===== src/rtl/player_cmd_gen_pkg.sv =====
`default_nettype none
// ============================================================================
//  Module      : player_cmd_gen_pkg
//  Description : Shared definitions for the player command source. Holds the
//                jump FSM state encoding and the default frame constants that
//                the top level and the button debouncer pick up.
//  Revision    : 1.0  initial release
// ============================================================================
package player_cmd_gen_pkg;

    // Jump FSM states, 2-bit encoded.
    typedef enum logic [1:0] {
        ST_IDLE = 2'd0,
        ST_REQ  = 2'd1,
        ST_AIR  = 2'd2,
        ST_COOL = 2'd3
    } jump_state_t;

    // Default frame constants, all counted in SCEN frames.
    localparam int DEF_DB_FRAMES   = 2;
    localparam int DEF_REQ_TIMEOUT = 4;
    localparam int DEF_COOL_FRAMES = 6;
    localparam int DEF_BUF_FRAMES  = 5;
    localparam int DEF_CNT_W       = 4;

endpackage
`default_nettype wire


===== src/rtl/player_cmd_gen_btn_debounce.sv =====
`default_nettype none
// ============================================================================
//  Module      : btn_debounce
//  Description : Two-flop synchronizer plus frame-based debouncer for one raw
//                asynchronous button. The synchronizer runs every clk cycle;
//                the debounce counter only advances on tick (SCEN && !pause).
//                A raw level must be seen on DB_FRAMES consecutive ticks
//                before the stable level follows it.
//  Ports       : clk        in  system clock
//                reset      in  asynchronous active-high reset
//                tick       in  debounce evaluation strobe
//                btn_raw    in  raw asynchronous button level
//                level      out registered stable (debounced) level
//                level_next out stable level as it will be after this cycle
//  Revision    : 1.0  initial release
// ============================================================================
module btn_debounce #(
    parameter int DB_FRAMES = 2,
    parameter int CNT_W     = 4
) (
    input  logic clk,
    input  logic reset,
    input  logic tick,
    input  logic btn_raw,
    output logic level,
    output logic level_next
);

    localparam logic [CNT_W-1:0] DB_LAST = CNT_W'(DB_FRAMES - 1);

    logic             sync1_q;
    logic             sync2_q;
    logic             level_q;
    logic             level_d;
    logic [CNT_W-1:0] cnt_q;
    logic [CNT_W-1:0] cnt_d;

    always_comb begin
        level_d = level_q;
        cnt_d   = cnt_q;
        if (tick) begin
            if (sync2_q != level_q) begin
                // Flip on the tick that would take the count to DB_FRAMES,
                // so the counter itself never exceeds DB_FRAMES-1.
                if (cnt_q == DB_LAST) begin
                    level_d = ~level_q;
                    cnt_d   = '0;
                end else begin
                    cnt_d = cnt_q + 1'b1;
                end
            end else begin
                cnt_d = '0;
            end
        end
    end

    always_ff @(posedge clk or posedge reset) begin
        if (reset) begin
            sync1_q <= 1'b0;
            sync2_q <= 1'b0;
            level_q <= 1'b0;
            cnt_q   <= '0;
        end else begin
            sync1_q <= btn_raw;
            sync2_q <= sync1_q;
            level_q <= level_d;
            cnt_q   <= cnt_d;
        end
    end

    assign level      = level_q;
    assign level_next = level_d;

endmodule
`default_nettype wire


===== src/rtl/player_cmd_gen.sv =====
`default_nettype none
// ============================================================================
//  Module      : player_cmd_gen
//  Description : Command source for the player mover. Debounces the three
//                player buttons, applies SOCD-neutral left/right resolution
//                and stun gating, and runs the jump request FSM with a
//                request timeout, an airborne press buffer and a landing
//                cooldown. All commands are registered and only change on an
//                unpaused SCEN cycle.
//  Ports       : clk          in  system clock
//                reset        in  asynchronous active-high reset
//                SCEN         in  one-cycle frame tick shared with the mover
//                btn_left     in  raw async button, active-high
//                btn_right    in  raw async button, active-high
//                btn_jump     in  raw async button, active-high
//                stun         in  suppress new commands
//                pause        in  freeze counters, FSM and move_enable
//                jump_active  in  mover status: airborne
//                move_left    out walk-left command (level)
//                move_right   out walk-right command (level)
//                jump         out jump request, held while requesting
//                move_enable  out mover enable (!pause, every clk)
//  Revision    : 1.0  initial release
// ============================================================================
module player_cmd_gen
    import player_cmd_gen_pkg::*;
#(
    parameter int DB_FRAMES   = DEF_DB_FRAMES,
    parameter int REQ_TIMEOUT = DEF_REQ_TIMEOUT,
    parameter int COOL_FRAMES = DEF_COOL_FRAMES,
    parameter int BUF_FRAMES  = DEF_BUF_FRAMES,
    parameter int CNT_W       = DEF_CNT_W
) (
    input  logic clk,
    input  logic reset,
    input  logic SCEN,
    input  logic btn_left,
    input  logic btn_right,
    input  logic btn_jump,
    input  logic stun,
    input  logic pause,
    input  logic jump_active,
    output logic move_left,
    output logic move_right,
    output logic jump,
    output logic move_enable
);

    localparam logic [CNT_W-1:0] REQ_LAST  = CNT_W'(REQ_TIMEOUT - 1);
    localparam logic [CNT_W-1:0] BUF_LAST  = CNT_W'(BUF_FRAMES - 1);
    localparam logic [CNT_W-1:0] BUF_TERM  = CNT_W'(BUF_FRAMES);
    localparam logic [CNT_W-1:0] COOL_LAST =
        CNT_W'((COOL_FRAMES > 0) ? (COOL_FRAMES - 1) : 0);

    logic w_tick;
    logic db_left;
    logic db_left_nx;
    logic db_right;
    logic db_right_nx;
    logic db_jump;
    logic db_jump_nx;
    logic w_jump_edge;
    logic land_decide;

    jump_state_t      state_q;
    jump_state_t      state_d;
    logic [CNT_W-1:0] tcnt_q;
    logic [CNT_W-1:0] tcnt_d;
    logic [CNT_W-1:0] ccnt_q;
    logic [CNT_W-1:0] ccnt_d;
    logic [CNT_W-1:0] bcnt_q;
    logic [CNT_W-1:0] bcnt_d;
    logic             buf_q;
    logic             buf_d;
    logic             move_left_q;
    logic             move_left_d;
    logic             move_right_q;
    logic             move_right_d;
    logic             jump_q;
    logic             jump_d;
    logic             move_enable_q;

    assign w_tick = SCEN & ~pause;

    btn_debounce #(.DB_FRAMES(DB_FRAMES), .CNT_W(CNT_W)) u_db_left (
        .clk        (clk),
        .reset      (reset),
        .tick       (w_tick),
        .btn_raw    (btn_left),
        .level      (db_left),
        .level_next (db_left_nx)
    );

    btn_debounce #(.DB_FRAMES(DB_FRAMES), .CNT_W(CNT_W)) u_db_right (
        .clk        (clk),
        .reset      (reset),
        .tick       (w_tick),
        .btn_raw    (btn_right),
        .level      (db_right),
        .level_next (db_right_nx)
    );

    btn_debounce #(.DB_FRAMES(DB_FRAMES), .CNT_W(CNT_W)) u_db_jump (
        .clk        (clk),
        .reset      (reset),
        .tick       (w_tick),
        .btn_raw    (btn_jump),
        .level      (db_jump),
        .level_next (db_jump_nx)
    );

    // level_next only differs from level on a tick, so this is at most one
    // edge per frame and is already qualified by SCEN && !pause.
    assign w_jump_edge = db_jump_nx & ~db_jump;

    always_comb begin
        state_d      = state_q;
        tcnt_d       = tcnt_q;
        ccnt_d       = ccnt_q;
        bcnt_d       = bcnt_q;
        buf_d        = buf_q;
        move_left_d  = move_left_q;
        move_right_d = move_right_q;
        jump_d       = jump_q;
        land_decide  = 1'b0;

        if (w_tick) begin
            // Outputs use this frame's debounced levels so a press reaches the
            // mover on its next SCEN.
            move_left_d  = db_left_nx  & ~db_right_nx & ~stun;
            move_right_d = db_right_nx & ~db_left_nx  & ~stun;

            // Buffer ageing; the flag is only ever set in AIR and is cleared
            // on every exit from COOL, so this only acts in AIR/COOL.
            if (buf_q) begin
                if (bcnt_q == BUF_LAST) begin
                    buf_d  = 1'b0;
                    bcnt_d = BUF_TERM;
                end else begin
                    bcnt_d = bcnt_q + 1'b1;
                end
            end

            case (state_q)
                ST_IDLE: begin
                    if (w_jump_edge && !stun) begin
                        state_d = ST_REQ;
                        tcnt_d  = '0;
                    end
                end
                ST_REQ: begin
                    // An acknowledged jump wins over stun: the mover is
                    // already airborne, so tracking the landing matters.
                    if (jump_active) begin
                        state_d = ST_AIR;
                    end else if (stun || (tcnt_q == REQ_LAST)) begin
                        state_d = ST_IDLE;
                    end else begin
                        tcnt_d = tcnt_q + 1'b1;
                    end
                end
                ST_AIR: begin
                    // A press in the landing frame is buffered first, so the
                    // post-landing decision below can see it.
                    if (w_jump_edge) begin
                        buf_d  = 1'b1;
                        bcnt_d = '0;
                    end
                    if (!jump_active) begin
                        if (COOL_FRAMES == 0) begin
                            land_decide = 1'b1;
                        end else begin
                            state_d = ST_COOL;
                            ccnt_d  = '0;
                        end
                    end
                end
                ST_COOL: begin
                    if (ccnt_q == COOL_LAST) begin
                        land_decide = 1'b1;
                    end else begin
                        ccnt_d = ccnt_q + 1'b1;
                    end
                end
                default: begin
                    state_d = ST_IDLE;
                end
            endcase

            if (land_decide) begin
                state_d = (buf_d && !stun) ? ST_REQ : ST_IDLE;
                tcnt_d  = '0;
                buf_d   = 1'b0;
                bcnt_d  = '0;
            end

            jump_d = (state_d == ST_REQ);
        end
    end

    always_ff @(posedge clk or posedge reset) begin
        if (reset) begin
            state_q       <= ST_IDLE;
            tcnt_q        <= '0;
            ccnt_q        <= '0;
            bcnt_q        <= '0;
            buf_q         <= 1'b0;
            move_left_q   <= 1'b0;
            move_right_q  <= 1'b0;
            jump_q        <= 1'b0;
            move_enable_q <= 1'b0;
        end else begin
            state_q       <= state_d;
            tcnt_q        <= tcnt_d;
            ccnt_q        <= ccnt_d;
            bcnt_q        <= bcnt_d;
            buf_q         <= buf_d;
            move_left_q   <= move_left_d;
            move_right_q  <= move_right_d;
            jump_q        <= jump_d;
            move_enable_q <= ~pause;
        end
    end

    assign move_left   = move_left_q;
    assign move_right  = move_right_q;
    assign jump        = jump_q;
    assign move_enable = move_enable_q;

endmodule
`default_nettype wire

===== config.mk =====
export PLATFORM = sky130hd
export DESIGN_NAME = player_cmd_gen
export DESIGN_NICKNAME = d
export VERILOG_FILES = /design/src/rtl/player_cmd_gen_pkg.sv /design/src/rtl/player_cmd_gen_btn_debounce.sv /design/src/rtl/player_cmd_gen.sv
export SDC_FILE = /design/constraint.sdc
export NUM_CORES = 1
export LEC_CHECK = 0
export ABC_AREA = 1
export BUFFER_PORTS_ARGS = -buffer_cell sky130_fd_sc_hd__buf_4
export CORE_UTILIZATION = 36
export CTS_CLUSTER_DIAMETER = 120
export CTS_CLUSTER_SIZE = 25
export DETAILED_ROUTE_END_ITERATION = 10
export GPL_ROUTABILITY_DRIVEN = 0
export GPL_TIMING_DRIVEN = 0
export PLACE_DENSITY = 0.56
export SYNTH_ARGS = -nofsm -noshare
export SYNTH_HDL_FRONTEND = slang
export SYNTH_SLANG_ARGS = --single-unit

===== constraint.sdc =====
create_clock -name clk -period 1.5 [get_ports clk]
set_input_delay 0.45 -clock clk [delete_from_list [all_inputs] [get_ports clk]]
set_output_delay 0.45 -clock clk [all_outputs]
set_load 0.01 [all_outputs]

==> run summary <==
The flow ran to the end, and the final reports show no timing, DRC or antenna violations. For the number of hold violations in the final report, the log shows 0. The H-tree was split into 2 levels.

The worst path needs 1.42 ns of the cycle, external delays included. The launch instance of the worst min-delay path is btn_right. The worst hold path stage count was 1; the timing-limited maximum frequency was 0.703 GHz. The top cell type's share of synthesized area is 0.490. Dividing the detail-routed via count by the number of cells gives 4.66. Synthesis inferred 40 register bits. Measured in cells, the most critical reg-to-reg path has a length of 9. Data arrives at the worst endpoint at 1.66 ns. The largest single stage delay on the critical path is 0.41 ns. For the placed instance area, the log shows 0.00222 mm2. The register-to-register setup slack is 0.08 ns. TritonCTS built the clock tree. Master of the slowest instance on the critical path: dfrtp_1. Final design area excluding fillers: 0.00244 mm2.

Summed over all instances, the cell type with the most area after synthesis is dfrtp_1. After global routing the overflow that remains totals 0. Cell area after synthesis: 0.00204 mm2. The total track usage was 0.143; the average footprint of a synthesized cell was 8.37 um2. Across the run, the number of max-cap violations was 0. The number of buffers inserted by port buffering was 12.

Setup violations remaining at the end of the flow were counted as 0. The tools report the number of warnings reported in the yosys synthesis log as 0. The critical path is of the flop to flop type. During I/O placement, the number of pins put on the boundary was 13.

For hold timing, the worst endpoint is u_db_right.sync1_q. The core footprint is 0.00547 mm2. Transition time at the pin with the least slew margin: 0.834 ns. Clock-pin slew was measured on the worst setup and hold paths at 0.09 ns.

The number of buffers and inverters on the critical path is 2. The signal on the critical path passes through inv_2, ha_2, nand4_1, nand2_2, nand3_2, nor2_4, buf_4, nand3b_1, nand2_1. IR analysis of the VDD net gives a maximum drop of 0.000648 V.

The run gives 0 as the initial antenna violation count. The maximum net fanout on the critical path works out to 4. The startpoint of the lowest-slack register-to-register path was ccnt_q[1].

For this block, the routed nets add up to 3840 um of wire. The repair_antennas step left the layout with diodes totalling 0. After detailed routing, the number of remaining DRC violations is 0.

The run gives 2640 um as the detailed-placement wirelength estimate. Fraction of the yosys area taken by sequential cells: 0.490. The tools report the number of different library cells in the post-synthesis netlist as 32. The tools report the post-layout net count as 286.

The chip width is 77.3 um, and the iteration-0 DRC count of the detailed router is 50. Broken down by cell family, the worst path's largest delay share belongs to simple AND/OR/NAND/NOR gates. The pre-antenna-repair detailed-routing pass consisted of 4 iterations.

Entering global routing, the biggest net connects 41 pins. In this run the core area contains 27 standard-cell rows. The clock arrives with 0.0100 ns of skew.

The number of global-route vias before repair was 1530; the cell count after synthesis was 244. The initial cell density of the core came out at 0.373. The routed layout has 1588 vias. In this run the critical register-to-register path is captured at tcnt_q[1].

STA puts the critical path data required time at 1.74 ns. The share of post-route cells with drive strength above 1 is 0.193. Ranked by total cell area, the synthesized netlist is headed by dfrtp_1 (49%), nand2_1 (11%), ha_1 (5.5%), nor2_1 (5.1%), inv_1 (5.0%). Post-route worst hold slack: 0.251 ns. Remaining antenna violation count after routing: 0. Clock tree synthesis inserted a total of 5 buffers. The min-delay analysis places its worst path in the category primary input to flop. Clock latency on the worst-skew pair, taken at its later pin, is 0.30 ns.

The run gives 0.445 as the core utilization of the finished layout. The clock passes through at most 2 buffers. The final clock period utilization by the worst path was 0.949.

The tools report the clock tree root driver cell as clkbuf_8. The power density over the cells came out at 1540 mW/mm2. The die covers 0.00598 mm2. The worst setup path is captured at a flop. The vertical extent of the die works out to 77.3 um. The total count of max-transition violations in the final report was 0; the worst max-slew margin expressed relative to the limit was 0.443. First-pass GRT wire length: 6760 um. Summed over all cells, the static leakage comes to 1.17 nW. The clock drives 40 sinks. The area growth from synthesis to final layout is 19.2%, and the final total power is 3.74 mW.

The cell depth of the worst setup path was 9. The number of nets in the synthesized netlist is 262. The tools report the element type at the critical path start as a flop. In the final routed layout, each cell accounts on average for 11.3 um.

The filler cells instantiated in the layout total 544.
[worst reg2reg max path, delay by kind of cell, from the launching register on]
kind | cells | cell delay, ns
fa+ha+maj | 1 | 0.17
buf+inv | 2 | 0.20
flops | 1 | 0.41
simple gates | 6 | 0.59
[placed cells by master, fill, tap and decap left out, drive strengths merged, types with 2 or more instances in the layout]
cell	instances
nand2	61
dfrtp	40
inv	32
nor2	31
buf	19
nand3	18
o21ai	13
ha	9
xor2	7
clkbuf	7
a21oi	7
nand4	4
o22ai	4
xnor2	3
o211ai	2
nor3	2
[synthesized netlist by cell type]
master     number
a21oi_1         6
a21oi_2         1
a22o_1          1
a22oi_1         1
buf_2           1
buf_6           1
clkbuf_1        1
dfrtp_1        40
ha_1            9
inv_1          27
inv_2           5
mux2i_1         1
nand2_1        59
nand2_2         1
nand2_4         1
nand3_1        18
nand3b_1        1
nand4_1         4
nor2_1         28
nor2_2          2
nor2_4          1
nor3_1          2
nor3b_1         1
o2111ai_1       1
o211ai_1        2
o21a_1          1
o21ai_0         9
o21ai_1         4
o21bai_1        1
o22ai_1         4
xnor2_1         3
xor2_1          7
[kinds of logic after synthesis]
group	Yosys count	share of synthesized area
buffers and inverters	35	0.0686
adders and majority gates	9	0.0551
and+or+nand+nor	118	0.249
AOI/OAI and AO/OA	31	0.0900
DFF	40	0.490
muxes	1	0.00490
xor gates and xnor gates	10	0.0429
[through the flow]
step,TNS (ns),setup WS [ns],std cells
after floorplan,0,0.132,244
after global placement,-20.39,-0.498,328
after detailed placement,-0.659,-0.104,328
after CTS,0,0.0295,337
after global routing,-0.0351,-0.0140,341
final,0,0.0772,341
[area by class of cell]
class                           instances  area [um2]  area share
Buffer                                  3        20.0     0.00822
Clock buffer                            6        82.6      0.0339
Sequential cell                        40        1000       0.411
Multi-Input combinational cell        169         955       0.392
Timing Repair Buffer                   17         128      0.0524
Tap cell                               72        90.1      0.0370
Clock inverter                          2        38.8      0.0159
Inverter                               32         120      0.0493
[worst max path at each step]
stage | slack, ns | startpoint | to
finish | 0.08 | ccnt_q[1] | tcnt_q[1]
global route | -0.01 | ccnt_q[1] | tcnt_q[0]
CTS | 0.03 | ccnt_q[1] | tcnt_q[3]
detailed placement | -0.10 | pause | tcnt_q[3]
global placement | -0.50 | reset | bcnt_q[2]
floorplan | 0.13 | reset | bcnt_q[0]
[what timing repair did]
item / in CTS / in global routing
setup endpoints to repair: 6 / 13
hold endpoints to repair: 0 / 0
hold buffers: 0 / 0
pin swaps: 1 / 6
resized for setup: 2 / 16
setup buffers: 1 / 4
[sequential cells by signal, summed over array words and instances, names as in the netlist, 2 cells and up]
name,flops
u_db_left.cnt_q,4
state_q,2
ccnt_q,4
bcnt_q,4
u_db_jump.cnt_q,4
u_db_right.cnt_q,4
tcnt_q,4
[layer usage]
layer,part of all wire,global-route usage
met4,0.014,0.0566
met1,0.50,0.194
met2,0.45,0.219
met5,0,0
met3,0.030,0.0365
[power breakdown]
part | leakage [nW] | internal (mW) | switching (mW)
clock | 0.0614 | 0.544 | 0.396
combinational | 0.595 | 0.511 | 0.670
sequential | 0.516 | 1.35 | 0.267
total | 1.17 | 2.41 | 1.33
No activity file was read; power rests on OpenSTA's default activity.
